==> src/rtl/screen_arbiter.sv <==
// Screen RAM port arbiter: raster fetch has priority over CPU accesses; fetched words are
// buffered one deep and shifted out LSB-first as one pixel per pixel_en strobe.
module screen_arbiter #(
  parameter int unsigned SCREEN_WORDS = 8192,
  parameter int unsigned ADDR_W       = 13
) (
  input  logic              clk,
  input  logic              reset,
  input  logic              cpu_req,
  input  logic              cpu_we,
  input  logic [ADDR_W-1:0] cpu_addr,
  input  logic [15:0]       cpu_wdata,
  output logic              cpu_ready,
  output logic [15:0]       cpu_rdata,
  output logic              cpu_rvalid,
  input  logic              frame_start,
  input  logic              pixel_en,
  output logic              pixel,
  output logic              underrun,
  output logic              ram_load,
  output logic [15:0]       ram_address,
  output logic [15:0]       ram_in,
  input  logic [15:0]       ram_out
);

  localparam int unsigned    FaW      = ADDR_W + 1;
  localparam logic [FaW-1:0] FetchEnd = FaW'(SCREEN_WORDS);

  logic [FaW-1:0]    fetch_addr_q, fetch_addr_d;
  logic              frame_active_q, frame_active_d;
  logic              buf_valid_q, buf_valid_d;
  logic [15:0]       buf_q, buf_d;
  logic              disp_inflight_q, disp_inflight_d;
  logic              cpu_inflight_q, cpu_inflight_d;
  logic [15:0]       rdata_q, rdata_d;
  logic [3:0]        bit_cnt_q, bit_cnt_d;
  logic [14:0]       shreg_q, shreg_d;
  logic              pixel_q, pixel_d;
  logic              underrun_q, underrun_d;
  logic [ADDR_W-1:0] addr_q, addr_d;
  logic [15:0]       wdata_q, wdata_d;

  logic              fetch_need;
  logic              cpu_issue;
  logic              words_left;
  logic              last_word;
  logic [15:0]       word;

  always_comb begin
    fetch_need = frame_active_q & ~buf_valid_q & ~disp_inflight_q & (fetch_addr_q < FetchEnd);
    cpu_issue  = cpu_req & ~fetch_need & ~reset;
  end

  // Port is driven combinationally; the RAM samples it on the next edge.
  assign cpu_ready   = cpu_issue;
  assign ram_load    = cpu_issue & cpu_we;
  assign ram_in      = ram_load ? cpu_wdata : wdata_q;
  assign ram_address = 16'(fetch_need ? fetch_addr_q[ADDR_W-1:0] :
                           cpu_issue  ? cpu_addr : addr_q);
  assign cpu_rvalid  = cpu_inflight_q;
  assign cpu_rdata   = cpu_inflight_q ? ram_out : rdata_q;
  assign pixel       = pixel_q;
  assign underrun    = underrun_q;

  always_comb begin
    fetch_addr_d    = fetch_addr_q;
    frame_active_d  = frame_active_q;
    buf_valid_d     = buf_valid_q;
    buf_d           = buf_q;
    rdata_d         = rdata_q;
    bit_cnt_d       = bit_cnt_q;
    shreg_d         = shreg_q;
    pixel_d         = pixel_q;
    underrun_d      = underrun_q;
    addr_d          = addr_q;
    wdata_d         = wdata_q;
    word            = 16'h0000;
    words_left      = frame_active_q & ((fetch_addr_q < FetchEnd) | disp_inflight_q);
    last_word       = buf_valid_q & ~disp_inflight_q & (fetch_addr_q == FetchEnd);
    disp_inflight_d = fetch_need;
    cpu_inflight_d  = cpu_issue & ~cpu_we;

    if (fetch_need) begin
      fetch_addr_d = fetch_addr_q + 1'b1;
    end
    if (fetch_need || cpu_issue) begin
      addr_d = ram_address[ADDR_W-1:0];
    end
    if (ram_load) begin
      wdata_d = cpu_wdata;
    end
    if (cpu_inflight_q) begin
      rdata_d = ram_out;
    end

    if (pixel_en) begin
      bit_cnt_d = bit_cnt_q + 4'd1;
      if (bit_cnt_q == 4'd0) begin
        word        = buf_valid_q ? buf_q : 16'h0000;
        pixel_d     = word[0];
        shreg_d     = word[15:1];
        buf_valid_d = 1'b0;
        if (!buf_valid_q && words_left) begin
          underrun_d = 1'b1;
        end
        if (last_word) begin
          frame_active_d = 1'b0;
        end
      end else begin
        pixel_d = shreg_q[0];
        shreg_d = shreg_q >> 1;
      end
    end

    // A return in the same cycle as a consume still refills the buffer afterwards.
    if (disp_inflight_q) begin
      buf_valid_d = 1'b1;
      buf_d       = ram_out;
    end

    // Restart drops any in-flight display word; CPU reads complete regardless.
    if (frame_start) begin
      frame_active_d  = 1'b1;
      fetch_addr_d    = '0;
      buf_valid_d     = 1'b0;
      bit_cnt_d       = 4'd0;
      underrun_d      = 1'b0;
      disp_inflight_d = 1'b0;
    end
  end

  always_ff @(posedge clk or posedge reset) begin
    if (reset) begin
      fetch_addr_q    <= '0;
      frame_active_q  <= 1'b0;
      buf_valid_q     <= 1'b0;
      buf_q           <= 16'h0000;
      disp_inflight_q <= 1'b0;
      cpu_inflight_q  <= 1'b0;
      rdata_q         <= 16'h0000;
      bit_cnt_q       <= 4'd0;
      shreg_q         <= 15'h0000;
      pixel_q         <= 1'b0;
      underrun_q      <= 1'b0;
      addr_q          <= '0;
      wdata_q         <= 16'h0000;
    end else begin
      fetch_addr_q    <= fetch_addr_d;
      frame_active_q  <= frame_active_d;
      buf_valid_q     <= buf_valid_d;
      buf_q           <= buf_d;
      disp_inflight_q <= disp_inflight_d;
      cpu_inflight_q  <= cpu_inflight_d;
      rdata_q         <= rdata_d;
      bit_cnt_q       <= bit_cnt_d;
      shreg_q         <= shreg_d;
      pixel_q         <= pixel_d;
      underrun_q      <= underrun_d;
      addr_q          <= addr_d;
      wdata_q         <= wdata_d;
    end
  end

endmodule

==> config.mk <==
export PLATFORM = sky130hd
export DESIGN_NAME = screen_arbiter
export DESIGN_NICKNAME = d
export VERILOG_FILES = /design/src/rtl/screen_arbiter.sv
export SDC_FILE = /design/constraint.sdc
export NUM_CORES = 1
export LEC_CHECK = 0
export BUFFER_PORTS_ARGS = -buffer_cell sky130_fd_sc_hd__buf_2
export CAP_MARGIN = 5
export CORE_MARGIN = 3
export CORE_UTILIZATION = 54
export DETAILED_ROUTE_END_ITERATION = 10
export PLACE_DENSITY = 0.8
export SYNTH_ARGS = -nofsm -noshare
export SYNTH_HDL_FRONTEND = slang
export SYNTH_SLANG_ARGS = --single-unit
==> constraint.sdc <==
create_clock -name clk -period 5.2 [get_ports clk]
set_input_delay 0.52 -clock clk [delete_from_list [all_inputs] [get_ports clk]]
set_output_delay 0.52 -clock clk [all_outputs]
set_load 0.01 [all_outputs]
; Word-level counts from Yosys, hierarchy flattened
; Cells that the tools add are included.
[totals]
reg_bits = 100
word_cells = 71
output_inout_bits = 53
input_bits = 51
[op_classes]
reduce_logical = 14
magnitude_cmp = 1
n_mux = 24
bitwise_logic = 16
addsub = 2
eq_ne = 1
[ops]
columns = op, n
row1 = two-way mux 16 bit, 3
row2 = two-way mux 14 bit, 2
row3 = two-way mux 13 bit, 2
row4 = two-way mux 15 bit, 1
row5 = adder 14 x 1 -> 14 bit (second input constant), 1
row6 = == test 14 bit (second input constant), 1
row7 = < comparator 14 bit (second input constant), 1
row8 = two-way mux 1 bit, 14
row9 = AND 1 bit, 10
row10 = nonzero test 2 bit, 5
row11 = two-way mux 4 bit, 2
row12 = AND reduction 3 bit, 2
row13 = nonzero test 3 bit, 2
row14 = inverter 1 bit, 5
row15 = adder 4 x 1 -> 4 bit (second input constant), 1
row16 = logical NOT 4 bit, 1
row17 = AND reduction 2 bit, 1
row18 = logical AND 1 bit, 1
row19 = logical NOT 1 bit, 1
row20 = logical OR 1 bit, 1
row21 = bitwise OR 1 bit, 1

; Logic depth before layout (Yosys ltp)
; Gate-level depths: netlist of run 1.
[logic_depth]
word_depth = 9
depth_mapped = 6
depth_no_buf = 6

; Worst setup path after synthesis of run 1
; OpenSTA, ideal clock, no wires.
[synth_path]
path_kind = input -> output
startpoint = input reset
endpoint = output ram_in[10]
t_arrival_ns = 1.787
path_slack_ns = 2.893
path_stages = 6
cell_sequence = nand2b_1 > clkbuf_1 > nor2_1 > nand2_2 > buf_4 > mux2_1
[synth_between]
elab_chain_len = 4
[synth_lines]
columns = item, line
row1 = start: declaration, 8  ; input logic reset,
row2 = inverter 1 bit, 51  ; cpu_issue = cpu_req & ~fetch_need & ~reset;
row3 = AND 1 bit, 51
row4 = named net cpu_ready, 13  ; output logic cpu_ready,
row5 = AND 1 bit, 56  ; assign ram_load = cpu_issue & cpu_we;
row6 = two-way mux 16 bit, 57  ; assign ram_in = ram_load ? cpu_wdata : wdata_q;
row7 = end: declaration, 22  ; output logic [15:0] ram_in,
; The timed path passes the listed nets, and every way through them passes these cells.

; Worst setup path in the final report of run 1
[layout_path]
startpoint = register disp_inflight_q
endpoint = output ram_in[8]
[layout_between]
elab_chain_len = 8
[layout_lines]
columns = item, line
row1 = start: declaration, 33  ; logic disp_inflight_q, disp_inflight_d;
row2 = start signal: assignment, 152  ; disp_inflight_q <= disp_inflight_d;
row3 = inverter 1 bit, 50  ; fetch_need = frame_active_q & ~buf_valid_q & ~disp_inflight_q & (fetch_addr_q < FetchEnd);
row4 = AND 1 bit (2 in series), 50
row5 = inverter 1 bit, 51
row6 = AND 1 bit (2 in series), 51
row7 = AND 1 bit, 56
row8 = two-way mux 16 bit, 57
; Every way passes these cells.

==> results of run 1 <==
==> state kept, by name (all words and copies together), names as in the netlist <==
| signal | count |
|---|---|
| buf_q | 16 |
| rdata_q | 16 |
| wdata_q | 16 |
| shreg_q | 15 |
| fetch_addr_q | 14 |
| addr_q | 13 |
| bit_cnt_q | 4 |
| buf_valid_q | 1 |
| cpu_rvalid | 1 |
| disp_inflight_q | 1 |
| frame_active_q | 1 |
| pixel | 1 |
| underrun | 1 |
==> final timing paths <==
path	startpoint	end	slack [ns]	cells past startpoint
min reg2reg	wdata_q[13]$_DFF_PP0_	wdata_q[13]$_DFF_PP0_	0.50	1
max	disp_inflight_q$_DFF_PP0_	ram_in[8]	1.87	6
max reg2reg	disp_inflight_q$_DFF_PP0_	wdata_q[6]$_DFF_PP0_	2.77	5
max in group asynchronous	reset	frame_active_q$_DFFE_PP0P_	3.89	3
min	reset	rdata_q[13]$_DFF_PP0_	0.19	2
min in group clk	cpu_we	cpu_rvalid$_DFF_PP0_	0.33	2
==> cell families after synthesis <==
| group | Yosys count | synth area share |
|---|---|---|
| xor+xnor | 13 | 0.0260 |
| flops | 100 | 0.572 |
| other cells | 1 | 0.000857 |
| fa+ha+maj | 4 | 0.0114 |
| compound gates | 50 | 0.0658 |
| simple gates | 122 | 0.133 |
| mux | 62 | 0.156 |
| buf+inv | 35 | 0.0360 |
==> power by group through the flow <==
stage | combinational (mW) | sequential, mW | clock (mW)
6_report | 0.423 | 0.987 | 0.511
5_1_grt | 0.477 | 1.00 | 0.547
4_1_cts | 0.431 | 0.988 | 0.522
3_5_place_dp | 0.430 | 1.00 | 0
3_3_place_gp | 0.412 | 0.994 | 0
2_1_floorplan | 0.296 | 0.972 | 0
==> critical path: cells and delay by family, from the launching register on <==
kind / cells / cell delay, ns
AND/OR/NAND/NOR: 3 / 0.83
flip-flops: 1 / 0.70
multiplexers: 1 / 0.39
buffers and inverters: 2 / 0.52
==> synth_stat cells (all sizes together), types with 6 or more instances <==
master  count
mux2i      14
clkbuf     16
buf        11
xnor2       9
nor2       39
o21ai      25
nand3      18
nand4       6
dfrtp     100
nand2      40
mux2       48
a31oi      16
inv         8
==> routing by layer <==
layer  GRT usage  part of all wire  routed length (um)  vias up
met1       0.267              0.44                3800     1547
met3      0.0422             0.054                 472        8
met5           0                 0                   0        -
li1            -                 -                   -     1509
met2       0.324              0.50                4330       85
met4      0.0770             0.011                  95        0
==> layout make-up <==
cell class	count	share of cell area
Sequential cell	100	0.489
Inverter	8	0.00636
Multi-Input combinational cell	254	0.337
Clock inverter	7	0.0157
Tap cell	102	0.0250
Timing Repair Buffer	103	0.102
Clock buffer	9	0.0242
==> per-stage QoR <==
stage          utilization  hold WS (ns)
2_1_floorplan            -         0.480
3_3_place_gp         0.629         0.469
3_5_place_dp         0.629         0.479
4_1_cts              0.655         0.195
5_1_grt              0.655         0.231
6_report             0.655         0.190
==> summary.md, run 1 <==
| Metric | Value |
|---|---|
| Run status | finished, final reports clean |
| Worst path arrival time | 2.81 ns |
| Worst clock skew | 0.0155 ns |
| Startpoint kind of the worst setup timing path | flop |
| Combinational Power Share | 0.220 |
| Starting Density | 0.561 |
| Insertion delay of the later-clocked pin in the worst-skew pair | 0.37 ns |
| Number of ports placed on the die boundary | 104 |
| Switching share of power | 0.299 |
| Number of gates resized after cts | 0 |
| Max frequency | 300 MHz |
| Global-route congestion overflow total | 0 |
| TritonCTS clock tree | built |
| Sequential cell area | 2500 um2 |
| Top fanout value on the critical path | 42 |
| Cells along the critical path | nor4b_4 -> buf_4 -> nor2_1 -> nand2_2 -> mux2_1 -> buf_2 |
| Fraction of power consumed by sequential logic | 0.514 |
| Row cnt | 32 |
| Final-layout setup total negative slack | 0 ns |
| Maxcap violations | 0 |
| Via Count | 3149 |
| Part of the cycle the worst path needs | 0.641 |
| Switching power total | 0.574 mW |
| Via-per-instance ratio | 5.40 |
| Overall routed net length | 8700 um |
| Number of warning messages in the yosys log | 0 |
| Sequential element share of the synthesized area | 0.572 |
| Dpl cell area | 4910 um2 |
| Number of hold violations in the final report | 0 |
| Clock sink total | 100 |
| Leakage power | 2.44 nW |
| Slowest Stage Delay on Critical Path | 0.70 ns |
| Power per standard cell area | 376 nW/um2 |
| Final Worst Setup Slack | 1.87 ns |
| Nature of the critical path endpoint | output port |
| Wire length of the first global-routing pass | 14500 um |
| DIE AREA | 9220 um2 |
| Final estimated routing congestion in global placement | 0.763 |
| Place WS | 2.25 ns |
| DR WL/cell | 14.9 um |
| Post-CTS Repair Setup Buffers | 0 |
| Worst Hold Class | primary input to async pin |
| Die extent in x | 96.0 um |
| Fill cells | 628 |
| Area growth syn-to-layout | 16.8% |
| Count of cell types in the netlist | 36 |
| Fraction of final layout cells with drive strength greater than 1 | 0.343 |
| Overall die height | 96.0 um |
| Max stage delay cell, worst path | dfrtp_1 |
| Count of state elements after synthesis | 100 |
| Port-buffer cells | 100 |
| Number of enable-type register cells in the synthesized netlist | 0 |
| Maximum count of clock buffers along a single path | 2 |
| Cts-stage hold buffer count | 0 |
| Unrepaired setup endpoints after global routing | no |
| DP Wirelength | 6170 um |
| Final cell count without fillers | 583 |
| Clock edge transition at the registers on the reported setup and hold paths | 0.10 ns |
| FFs w/ async S/R, synth | 1.00 |
| Maximum number of pins on one net before global-route repair | 62 |
| Min cycle time layout | 3.33 ns |
| Number of inserted diodes | 0 |
| Pre-antenna DRT Iters | 4 |
| Worst rel slew slack | 0.282 |
| Number of antenna violations at the first check in global routing | 0 |
| Main synth FF type | dfrtp_1 |
| H-tree Lvls | 3 |
| Area used by multi-input combinational logic | 1720 um2 |
| Data required time of the critical path | 4.68 ns |
| Actual transition at the worst max-transition pin | 1.07 ns |
| Count of antenna-violating nets left after detailed routing | 0 |
| Worst-case vdd ir drop | 0.226 mV |
| Crit Path Category | flop to output port |
| Fraction of power consumed by the clock network | 0.266 |
| Leading area contributor after synthesis | dfrtp_1 |
| Cell area after technology mapping | 4380 um2 |
| Core box area | 7810 um2 |
| Total Nets Final | 531 |
| Placed cell count | 567 |
| Total clock buffers created by CTS | 9 |
| Setup violations, final | 0 |
| Post-synth top area share | 0.572 |
| Starting DRT DRC Count | 129 |
| DRC violations left | 0 |
| Mean Syn Cell Area | 11.3 um2 |
| Via count of the first global-routing pass | 3197 |
| Global-route usage over all layers | 0.201 |
| Final Power | 1.92 mW |
| Commonest cells after routing, fill and taps aside | 100 x dfrtp_1, 100 x buf_2, 40 x mux2_2 |
| Post-synthesis cell count | 387 |
| Clock tree root buffer cell | clkbuf_8 |
| Cell-internal power | 1.35 mW |
| Biggest area contributors in the synthesized netlist | dfrtp_1 57%, mux2_2 10%, nand2_1 3.3% |
| Final non-filler cell area | 5110 um2 |
| Max-slew violation total from the final report | 0 |
Power figures use the tool's default switching activity.
==> inputs of run 2 (changes only) <==
--- a/config.mk
+++ b/config.mk
@@ -8,9 +8,9 @@
 export BUFFER_PORTS_ARGS = -buffer_cell sky130_fd_sc_hd__buf_2
 export CAP_MARGIN = 5
 export CORE_MARGIN = 3
-export CORE_UTILIZATION = 54
+export CORE_UTILIZATION = 53
 export DETAILED_ROUTE_END_ITERATION = 10
-export PLACE_DENSITY = 0.8
+export PLACE_DENSITY = 0.79
 export SYNTH_ARGS = -nofsm -noshare
 export SYNTH_HDL_FRONTEND = slang
 export SYNTH_SLANG_ARGS = --single-unit
==> constraint.sdc (replaced) <==
create_clock -name clk -period 3.4 [get_ports clk]
set_input_delay 0.34 -clock clk [delete_from_list [all_inputs] [get_ports clk]]
set_output_delay 0.34 -clock clk [all_outputs]
set_load 0.01 [all_outputs]
==> run 2 against run 1 <==
- clock skew barely moved
- non-clock buffer count rose by 2
- first-iteration DRC count rose by 64%
- critical path type unchanged
- final area rose by 0.20%
- highest routed layer unchanged
- clock-buffer cell count did not move
- largest cell class unchanged
- critical endpoint is now ram_in[13]
==> summary.md, run 2 (synthesis results as in run 1) <==
| Metric | Value |
|---|---|
| Clock edge transition at the registers on the reported setup and hold paths | 0.10 ns (about the same) |
| DRC violations left | 0 (unchanged) |
| Fraction of final layout cells with drive strength greater than 1 | 0.346 (+0.00272) |
| H-tree Lvls | 3 (unchanged) |
| Maxcap violations | 0 (unchanged) |
| Count of cells along the worst register-to-register path | 4 (-1) |
| Number of hold violations in the final report | 0 (unchanged) |
| Part of the cycle the worst path needs | 0.822 |
| Count of antenna-violating nets left after detailed routing | 0 (unchanged) |
| Cts-stage hold buffer count | 0 (unchanged) |
| Worst Hold Class | primary input to async pin |
| Starting Density | 0.555 (-0.00569) |
| Kind of cell adding the most delay to the critical path | simple AND/OR/NAND/NOR gates |
| Pre-antenna DRT Iters | 4 (unchanged) |
| Setup violations, final | 0 (unchanged) |
| Area growth syn-to-layout | 17.1% |
| Clock tree root buffer cell | clkbuf_8 |
| Number of gates resized after cts | 0 (unchanged) |
| Insertion delay of the later-clocked pin in the worst-skew pair | 0.37 ns (about the same) |
| Maximum number of pins on one net before global-route repair | 53 (-15%) |
| Worst R2R Setup Slack | 1.00 ns (-1.77 ns) |
| Worst-case vdd ir drop | 0.301 mV (+33%) |
| Starting DRT DRC Count | 211 (+64%) |
| CP Buf/Inv Count | 1 (-1) |
| Final estimated routing congestion in global placement | 0.837 (+9.7%) |
| Worst path arrival time | 2.45 ns (-0.36 ns) |
| Min cycle time layout | 2.79 ns |
| Number of ports placed on the die boundary | 104 (unchanged) |
| Overall routed net length | 8760 um (+0.72%) |
| Via Count | 3166 (+0.54%) |
| Worst reg2reg path endpoint | fetch_addr_q[9]$_DFFE_PP0P_ |
| Leakage power | 2.44 nW (+0.22%) |
| DP Wirelength | 6230 um (+0.85%) |
| Via count of the first global-routing pass | 3161 (-1.1%) |
| Registers with the highest flip-flop counts | buf_q: 16 flops, rdata_q: 16 flops, wdata_q: 16 flops |
| Slowest Stage Delay on Critical Path | 0.70 ns (about the same) |
| Final Worst Setup Slack | 0.606 ns (-1.26 ns) |
| Actual transition at the worst max-transition pin | 0.828 ns (-0.244 ns) |
| TritonCTS clock tree | built |
| Max frequency | 358 MHz |
| Row cnt | 32 (unchanged) |
| Cells along the critical path | nor4b_4 -> nor2_1 -> nand2_2 -> mux2_1 -> buf_2 |
| Max-slew violation total from the final report | 0 (unchanged) |
| Origin of the worst setup path | disp_inflight_q$_DFF_PP0_ |
| Run status | finished, final reports clean |
| Worst rel slew slack | 0.448 (+0.166) |
| Core box area | 7890 um2 (+1.0%) |
| Nature of the critical path endpoint | output port |
| Worst clock skew | 0.0157 ns (+0.000166 ns) |
| Power per standard cell area | 567 nW/um2 (+51%) |
| Post-CTS Repair Setup Buffers | 0 (unchanged) |
| Clock sink total | 100 (unchanged) |
| Met3 wire length | 514 um (+8.9%) |
| Startpoint kind of the worst setup timing path | flop |
| Global-route usage over all layers | 0.194 (-0.00711) |
| Final-layout setup total negative slack | 0 ns (unchanged) |
| Fill cells | 630 (+0.32%) |
| Commonest cells after routing, fill and taps aside | 100 x dfrtp_1, 100 x buf_2, 40 x mux2_2 |
| Number of inserted diodes | 0 (unchanged) |
| Maximum count of clock buffers along a single path | 2 (unchanged) |
| Max stage delay cell, worst path | dfrtp_1 |
| Total clock buffers created by CTS | 9 (unchanged) |
| Wire length of the first global-routing pass | 15000 um (+3.4%) |
| Launching point of the worst reg2reg path | disp_inflight_q$_DFF_PP0_ |
| Worst setup path end | ram_in[13] |
| Port-buffer cells | 100 (unchanged) |
| Number of antenna violations at the first check in global routing | 0 (unchanged) |
| Place WS | 0.983 ns (-1.27 ns) |
| Die extent in x | 96.9 um (+0.89%) |
| DIE AREA | 9380 um2 (+1.8%) |
| DR WL/cell | 15.0 um (+0.38%) |
| Wire length on met2 | 4240 um (-2.3%) |
| Total Nets Final | 533 (+0.38%) |
| Crit Path Category | flop to output port |
| Unrepaired setup endpoints after global routing | no |
| Top layer in use | met4 |
| Total number of cells along the worst setup path | 5 (-1) |
| Data required time of the critical path | 3.06 ns (-1.62 ns) |
| Top fanout value on the critical path | 20 (-52%) |
| Overall die height | 96.9 um (+0.89%) |
| Met1 WL | 3870 um (+1.8%) |
| Global-route congestion overflow total | 0 (unchanged) |
| Via-per-instance ratio | 5.41 (+0.20%) |
==> run 2: changes by cell type in the layout (fill, tap and decap cells not counted), sizes merged <==
cell    before  now
buf        103  105
bufinv       1    0
clkinv       1    2
==> run 2: area by class of cell <==
cell class	instances	area, um2	area share
timing repair buffer	105	538	0.105
inverter	8	32.5	0.00635
tap	102	128	0.0249
clock inverter	7	75.1	0.0147
multi-input combinational	254	1720	0.337
sequential	100	2500	0.488
clock buffer	9	124	0.0242
==> run 2: stage by stage <==
| stage | instance area (um2) | hold slack (ns) | util | std cells | power [mW] |
|---|---|---|---|---|---|
| after floorplan | 4380 | 0.413 | - | 389 | 1.94 |
| after detailed placement | 4920 | 0.474 | 0.624 | 569 | 2.20 |
| after global routing | 5120 | 0.109 | 0.650 | 585 | 3.07 |
| after CTS | 5120 | 0.0688 | 0.650 | 585 | 2.94 |
| final | 5120 | 0.0598 | 0.650 | 585 | 2.90 |
| after global placement | 4920 | 0.468 | 0.624 | 569 | 2.16 |
==> run 2: power breakdown <==
group	internal, mW	switching [mW]	leakage [nW]
clock network	0.292	0.455	0.0985
registers	1.40	0.100	1.25
logic	0.308	0.346	1.09
==> run 2: worst min-delay path by stage <==
stage	startpoint	to	slack [ns]	cells past startpoint
2_1_floorplan	cpu_we	cpu_rvalid$_DFF_PP0_	0.41	1
3_3_place_gp	reset	addr_q[1]$_DFFE_PP0P_	0.47	2
3_5_place_dp	wdata_q[12]$_DFF_PP0_	wdata_q[12]$_DFF_PP0_	0.47	1
4_1_cts	reset	buf_q[7]$_DFFE_PP0P_	0.07	2
5_1_grt	reset	fetch_addr_q[3]$_DFFE_PP0P_	0.11	2
6_report	reset	fetch_addr_q[3]$_DFFE_PP0P_	0.06	2
==> run 2: per-layer routing <==
layer | GRT usage | vias up
met2 | 0.306 | 86
met4 | 0.0691 | 0
li1 | - | 1515
met5 | 0 | -
met3 | 0.0490 | 11
met1 | 0.260 | 1554
